File: src/rtl/chaos_map_pkg.sv
// chaos_map_pkg: shared mode codes, engine states and fixed-point helpers
package chaos_map_pkg;

    localparam logic [1:0] MODE_CUBIC    = 2'd0;
    localparam logic [1:0] MODE_LOGISTIC = 2'd1;
    localparam logic [1:0] MODE_TENT     = 2'd2;
    localparam logic [1:0] MODE_ILLEGAL  = 2'd3;

    typedef enum logic [2:0] {IDLE, MUL1, MUL2, MUL3, EMIT, DONE} state_t;

    // Q2.(w-2) representation of 1.0
    function automatic logic [63:0] fix_one(input int w);
        return 64'd1 << (w - 2);
    endfunction

    // Q2.(w-2) representation of 0.5
    function automatic logic [63:0] fix_half(input int w);
        return fix_one(w) >> 1;
    endfunction

    // Each map enters its iteration at the first multiply it actually needs
    function automatic state_t first_state(input logic [1:0] m);
        return m == MODE_CUBIC ? MUL1 : m == MODE_LOGISTIC ? MUL2 : MUL3;
    endfunction

endpackage

File: src/rtl/chaos_map_engine_byte_serializer.sv
// byte_serializer: emits a loaded word LSB-first as a valid/ready byte stream
module byte_serializer
    import chaos_map_pkg::*;
#(
    parameter int W      = 32,
    parameter int NBYTES = (W + 7) / 8
) (
    input  logic         clk,
    input  logic         reset,
    input  logic         load,
    input  logic [W-1:0] word,
    output logic [7:0]   out_byte,
    output logic         out_valid,
    input  logic         out_ready,
    output logic         last
);

    localparam int CW = NBYTES > 1 ? $clog2(NBYTES) : 1;

    logic [8*NBYTES-1:0] sh;
    logic [CW-1:0]       idx;

    assign out_byte = sh[7:0];
    assign last     = out_valid && out_ready && idx == CW'(NBYTES - 1);

    // Shift one byte out per handshake; valid drops after the final byte
    always_ff @(posedge clk) begin
        if (reset) begin
            sh        <= '0;
            idx       <= '0;
            out_valid <= 1'b0;
        end else if (load) begin
            sh        <= (8*NBYTES)'(word);
            idx       <= '0;
            out_valid <= 1'b1;
        end else if (out_valid && out_ready) begin
            sh  <= sh >> 8;
            idx <= idx + CW'(1);
            if (idx == CW'(NBYTES - 1)) out_valid <= 1'b0;
        end
    end

endmodule

File: src/rtl/chaos_map_engine.sv
// chaos_map_engine: fixed-point cubic/logistic/tent map iterator with byte stream output
module chaos_map_engine
    import chaos_map_pkg::*;
#(
    parameter int W     = 32,
    parameter int CNT_W = 16
) (
    input  logic             clk,
    input  logic             reset,
    input  logic             start,
    input  logic             stop,
    input  logic [1:0]       mode,
    input  logic [W-1:0]     u_in,
    input  logic [W-1:0]     x0_in,
    input  logic [CNT_W-1:0] n_iter,
    output logic             busy,
    output logic             done,
    output logic             err,
    output logic             sat,
    output logic [W-1:0]     x_out,
    output logic             x_valid,
    output logic [7:0]       out_byte,
    output logic             out_valid,
    input  logic             out_ready
);

    localparam int          FRAC   = W - 2;
    localparam int          NBYTES = (W + 7) / 8;
    localparam logic [W-1:0] ONE   = W'(fix_one(W));
    localparam logic [W-1:0] HALF  = W'(fix_half(W));

    state_t             state;
    logic [1:0]         mode_r;
    logic [W-1:0]       u, x, t, p, s;
    logic [CNT_W-1:0]   remaining;
    logic               free_run, stop_seen, last;
    logic [W-1:0]       op_a, op_b, one_m_x, one_m_t, m_sel, prod_sat;
    logic [2*W-1:0]     prod, prod_sh;
    logic               prod_ovf;

    // Shared multiplier: operands chosen by the current MUL state and map
    always_comb begin
        one_m_x  = x > ONE ? '0 : ONE - x;
        one_m_t  = t > ONE ? '0 : ONE - t;
        m_sel    = x <= HALF ? x : one_m_x;
        op_a     = state == MUL1 ? x : (state == MUL2 || mode_r == MODE_TENT) ? u : p;
        op_b     = (state == MUL1 || state == MUL2) ? x : mode_r == MODE_TENT ? m_sel : s;
        prod     = {{W{1'b0}}, op_a} * {{W{1'b0}}, op_b};
        prod_sh  = prod >> FRAC;
        prod_ovf = |prod_sh[2*W-1:W];
        prod_sat = prod_ovf ? '1 : prod_sh[W-1:0];
    end

    // Control FSM and datapath registers
    always_ff @(posedge clk) begin
        if (reset) begin
            state     <= IDLE;
            busy      <= 1'b0;
            done      <= 1'b0;
            err       <= 1'b0;
            sat       <= 1'b0;
            x_valid   <= 1'b0;
            x_out     <= '0;
            mode_r    <= MODE_CUBIC;
            u         <= '0;
            x         <= '0;
            t         <= '0;
            p         <= '0;
            s         <= '0;
            remaining <= '0;
            free_run  <= 1'b0;
            stop_seen <= 1'b0;
        end else begin
            done    <= 1'b0;
            err     <= 1'b0;
            x_valid <= 1'b0;
            if (state != IDLE) stop_seen <= stop_seen | stop;
            case (state)
                IDLE: if (start) begin
                    if (mode == MODE_ILLEGAL) err <= 1'b1;
                    else begin
                        u         <= u_in;
                        x         <= x0_in;
                        mode_r    <= mode;
                        remaining <= n_iter;
                        free_run  <= n_iter == '0;
                        sat       <= 1'b0;
                        stop_seen <= 1'b0;
                        busy      <= 1'b1;
                        state     <= first_state(mode);
                    end
                end
                MUL1: begin
                    t     <= prod_sat;
                    sat   <= sat | prod_ovf;
                    state <= MUL2;
                end
                MUL2: begin
                    p     <= prod_sat;
                    s     <= mode_r == MODE_CUBIC ? one_m_t : one_m_x;
                    sat   <= sat | prod_ovf | (mode_r == MODE_CUBIC ? t > ONE : x > ONE);
                    state <= MUL3;
                end
                MUL3: begin
                    x       <= prod_sat;
                    x_out   <= prod_sat;
                    x_valid <= 1'b1;
                    sat     <= sat | prod_ovf | (mode_r == MODE_TENT && x > ONE);
                    state   <= EMIT;
                end
                EMIT: if (last) begin
                    if (!free_run) remaining <= remaining - CNT_W'(1);
                    if (stop_seen || stop || (!free_run && remaining == CNT_W'(1))) begin
                        done  <= 1'b1;
                        state <= DONE;
                    end else state <= first_state(mode_r);
                end
                DONE: begin
                    busy  <= 1'b0;
                    state <= IDLE;
                end
                default: state <= IDLE;
            endcase
        end
    end

    byte_serializer #(.W(W), .NBYTES(NBYTES)) u_ser (
        .clk       (clk),
        .reset     (reset),
        .load      (state == MUL3),
        .word      (prod_sat),
        .out_byte  (out_byte),
        .out_valid (out_valid),
        .out_ready (out_ready),
        .last      (last)
    );

endmodule

File: config.mk
export PLATFORM = sky130hd
export DESIGN_NAME = chaos_map_engine
export DESIGN_NICKNAME = d
export VERILOG_FILES = /design/src/rtl/chaos_map_pkg.sv /design/src/rtl/chaos_map_engine_byte_serializer.sv /design/src/rtl/chaos_map_engine.sv
export SDC_FILE = /design/constraint.sdc
export NUM_CORES = 2
export LEC_CHECK = 0
export ABC_AREA = 1
export BUFFER_PORTS_ARGS = -buffer_cell sky130_fd_sc_hd__buf_2
export CAP_MARGIN = 10
export CORE_UTILIZATION = 29
export CTS_CLUSTER_SIZE = 12
export DETAILED_ROUTE_END_ITERATION = 10
export GPL_TIMING_DRIVEN = 0
export PLACE_DENSITY = 0.52
export SETUP_SLACK_MARGIN = 0.5
export SYNTH_ARGS = -nofsm -noshare
export SYNTH_HDL_FRONTEND = slang
export SYNTH_SLANG_ARGS = --single-unit
File: constraint.sdc
create_clock -name clk -period 14.2 [get_ports clk]
set_clock_uncertainty 0.05 [all_clocks]
set_input_delay 4.26 -clock clk [delete_from_list [all_inputs] [get_ports clk]]
set_output_delay 4.26 -clock clk [all_outputs]
set_load 0.05 [all_outputs]
==> results.sh <==
export IMPL_status="finished, final reports clean"
export IMPL_antenna_found_initial=4
export IMPL_htreeDepth=1
export IMPL_syn_inst=5910
export IMPL_syn_nets=7157
export IMPL_ys_ff_latch=255
export IMPL_areaGrowthSynthToFinish_pct=10.1
export IMPL_synth_adder_area_share=0.461
export IMPL_yosysTopAreaCellShare=0.389
export IMPL_r2r_slack_ps=1390
export IMPL_first_iter_violations=4072
export IMPL_hold_path_end="busy"
export IMPL_num_io_pins=133
export IMPL_reg2reg_to="x_out[6]"
export IMPL_nFillCells=16903
export IMPL_crit_type="reg2reg"
export IMPL_drt_wl_total_um=206000
export IMPL_startpoint_type="register"
export IMPL_critPathMaxFanout=10
export IMPL_synth_ff_type="dfxtp_1"
export IMPL_synth_area_leaders="fa_1 39%, dfxtp_1 11%, inv_1 10%"
export IMPL_synth_distinct_cells=65
export IMPL_ys_seq_area_frac=0.111
export IMPL_vias=41936
export IMPL_slowest_stage="clkinv_1"
export IMPL_slew_viol_final=0
export IMPL_max_freq_mhz=78.1
export IMPL_min_path_type="reg2reg"
export IMPL_synth_compound_area_share=0.101
export IMPL_critical_path_top_delay_family="adder cells"
export IMPL_post_cts_buffers=0
export IMPL_relSlewSlack=0.0637
export IMPL_grt_pass1_vias=42131
export IMPL_synth_edf_count=0
export IMPL_finalHoldViolations=0
export IMPL_syn_area_per_cell_um2=7.79
export IMPL_insertion_delay_ps=600
export IMPL_fp_dieH_um=400
export IMPL_grt_pass1_wl_um=297000
export IMPL_worstPathArrival_ps=13210
export IMPL_die_area_um2=160000
export IMPL_setup_tns_final_ps=0
export IMPL_drive_gt1_frac=0.0525
export IMPL_vias_per_cell=5.13
export IMPL_cp_common_cell="fa_1"
export IMPL_final_setup_viol_count=0
export IMPL_track_usage=0.254
export IMPL_gp_congestion=1.01
export IMPL_nNetsFinal=7345
export IMPL_hold_buffers=0
export IMPL_drv_cap=0
export IMPL_synthMuxAreaShare=0
export IMPL_synth_area_um2=46000
export IMPL_clk_path_buf_depth=3
export IMPL_rr_worst_depth=39
export IMPL_cts_tree="yes"
export IMPL_ys_warn_count=0
export IMPL_grt_max_degree=17
export IMPL_dp_hpwl_um=173000
export IMPL_firstDrtPassIters=6
export IMPL_initial_core_util=0.293
export IMPL_synth_top_family_by_area="adder cells"
export IMPL_root_buffer="clkbuf_16"
export IMPL_critPathMaxStageDelay_ps=690
export IMPL_die_w_um=400
export IMPL_clk_pin_slew_ps=60
export IMPL_ys_async_sr_fraction=0
export IMPL_cts_repair_resized=0
export IMPL_period_share=0.902
export IMPL_crit_buf_inv=10
export IMPL_wl_per_cell_um=25.1
export IMPL_yosys_area_share_simple=0.184
export IMPL_overflow=0
export IMPL_hold_path_cell_count=1
export IMPL_hold_start="state[0]"
export IMPL_core_area_um2=157000
export IMPL_cts_sinks=255
export IMPL_synth_top_cell_by_area="fa_1"
export IMPL_ant_nets=0
export IMPL_fp_row_count=145
export IMPL_numCtsBuffers=28
export IMPL_grt_setup_unrepaired="no"
export IMPL_synth_xor_area_share=0.0126
export IMPL_portBuffers=132
export IMPL_end_kind="register"
export IMPL_worst_slew_pin_slew_ps=1400
export IMPL_drcViolationCount=0
export IMPL_required_ps=14600
export IMPL_post_route_min_period_ps=12810
export IMPL_timing_rr_start="x[0]"
## flip-flops by register name, indices dropped and copies added (netlist names), 2 cells and up
register,flops
u_ser.idx,2
s,32
mode_r,2
u_ser.sh,32
x,32
t,32
state,3
remaining,16
x_out,32
p,32
u,32
## final cells by class
cell class	instances	area [um2]	area share
clock inverter	9	148	0.00292
tap	2058	2570	0.0508
sequential	255	5100	0.101
clock buffer	39	792	0.0156
multi-input combinational	4100	35000	0.691
buffer	295	1230	0.0242
timing repair buffer	158	1040	0.0206
inverter	1260	4730	0.0934
antenna	2	5.00	0.0000988
## synthesized netlist by cell type, types with 6 or more instances
library cell and n:
a211oi_1 10, a21o_1 7, a21oi_1 311, a31oi_1 19, buf_1 11, buf_2 10, buf_4 9, clkbuf_1 258
clkinv_1 21, dfxtp_1 255, fa_1 895, ha_1 265, inv_1 1236, nand2_1 1113, nand2_2 18, nand3_1 112
nand3_4 9, nand3b_4 11, nand4_1 11, nor2_1 697, nor3_1 35, nor4_1 17, o211ai_1 62, o21a_1 11
o21ai_0 261, o21ai_1 63, o21bai_1 15, o221ai_1 24, o22ai_1 6, xnor2_1 13, xor2_1 53
## how the worst max path moves through the flow
| stage | cells past startpoint | from | end | slack (ps) |
|---|---|---|---|---|
| final | 39 | x[0] | x_out[6] | 1390 |
| after global routing | 41 | x[0] | u_ser.sh[13] | 1260 |
| after CTS | 41 | x[0] | u_ser.sh[13] | 1790 |
| after detailed placement | 41 | x[0] | u_ser.sh[13] | 1830 |
| after global placement | 37 | x[0] | u_ser.sh[13] | 1360 |
| after floorplan | 42 | x[1] | t[26] | 5500 |
## worst register-to-register path: cells and delay by family, from the launching register on
kind | cells | cell delay [ps]
AOI/OAI and AO/OA | 7 | 1880
adders and majority gates | 10 | 4760
buffers and inverters | 10 | 2340
DFF | 1 | 460
and+or+nand+nor | 12 | 3200
## through the flow
step	instances	worst slack (ps)	hold slack [ps]	cell area, um2	util
global placement	8100	1360	387	49200	0.314
global route	8174	1260	414	50600	0.323
CTS	8173	1790	391	50600	0.323
detailed placement	8125	1830	387	49700	0.317
floorplan	5910	5500	385	46000	-
finish	8176	1390	398	50600	0.323
## layer usage
metal	vias up	share of wire	global-route usage	wire length, um
li1	18200	-	-	-
met1	21289	0.42	0.348	86200
met2	2048	0.43	0.391	89000
met3	393	0.090	0.0438	18500
met4	6	0.057	0.117	11800
met5	-	0.00019	0.000297	40
## cell usage in the layout, fill, tap and decap left out, types with 9 or more instances in the layout
master	Yosys	layout
buf_4	9	15
ha_1	265	265
buf_2	10	142
nor4_1	17	17
inv_1	1236	1236
o21ai_2	4	23
buf_1	11	11
o221ai_1	24	24
fa_1	895	895
a21oi_1	311	311
o21bai_1	15	15
o211ai_1	62	62
buf_8	1	14
xor2_1	53	53
nand4_1	11	11
nand3_1	112	112
clkinv_1	21	21
clkbuf_1	258	264
dfxtp_1	255	255
xnor2_1	13	13
nand2_1	1113	1113
clkbuf_16	0	28
a211oi_1	10	10
o21a_1	11	11
nor2_1	697	697
o21ai_1	63	50
nor3_1	35	35
nand3_4	9	9
o21ai_0	261	255
nand2_2	18	18
nand3b_4	11	11
a31oi_1	19	19
## logic make-up after synthesis
group | count (synthesis)
buffers and inverters | 1555
and+or+nand+nor | 2051
AOI/OAI and AO/OA | 823
adders and majority gates | 1160
DFF | 255
xor gates and xnor gates | 66
Power is left out: the tool's default activity adds up to more than one toggle a clock period on the data nets, which glitch-free logic cannot reach.
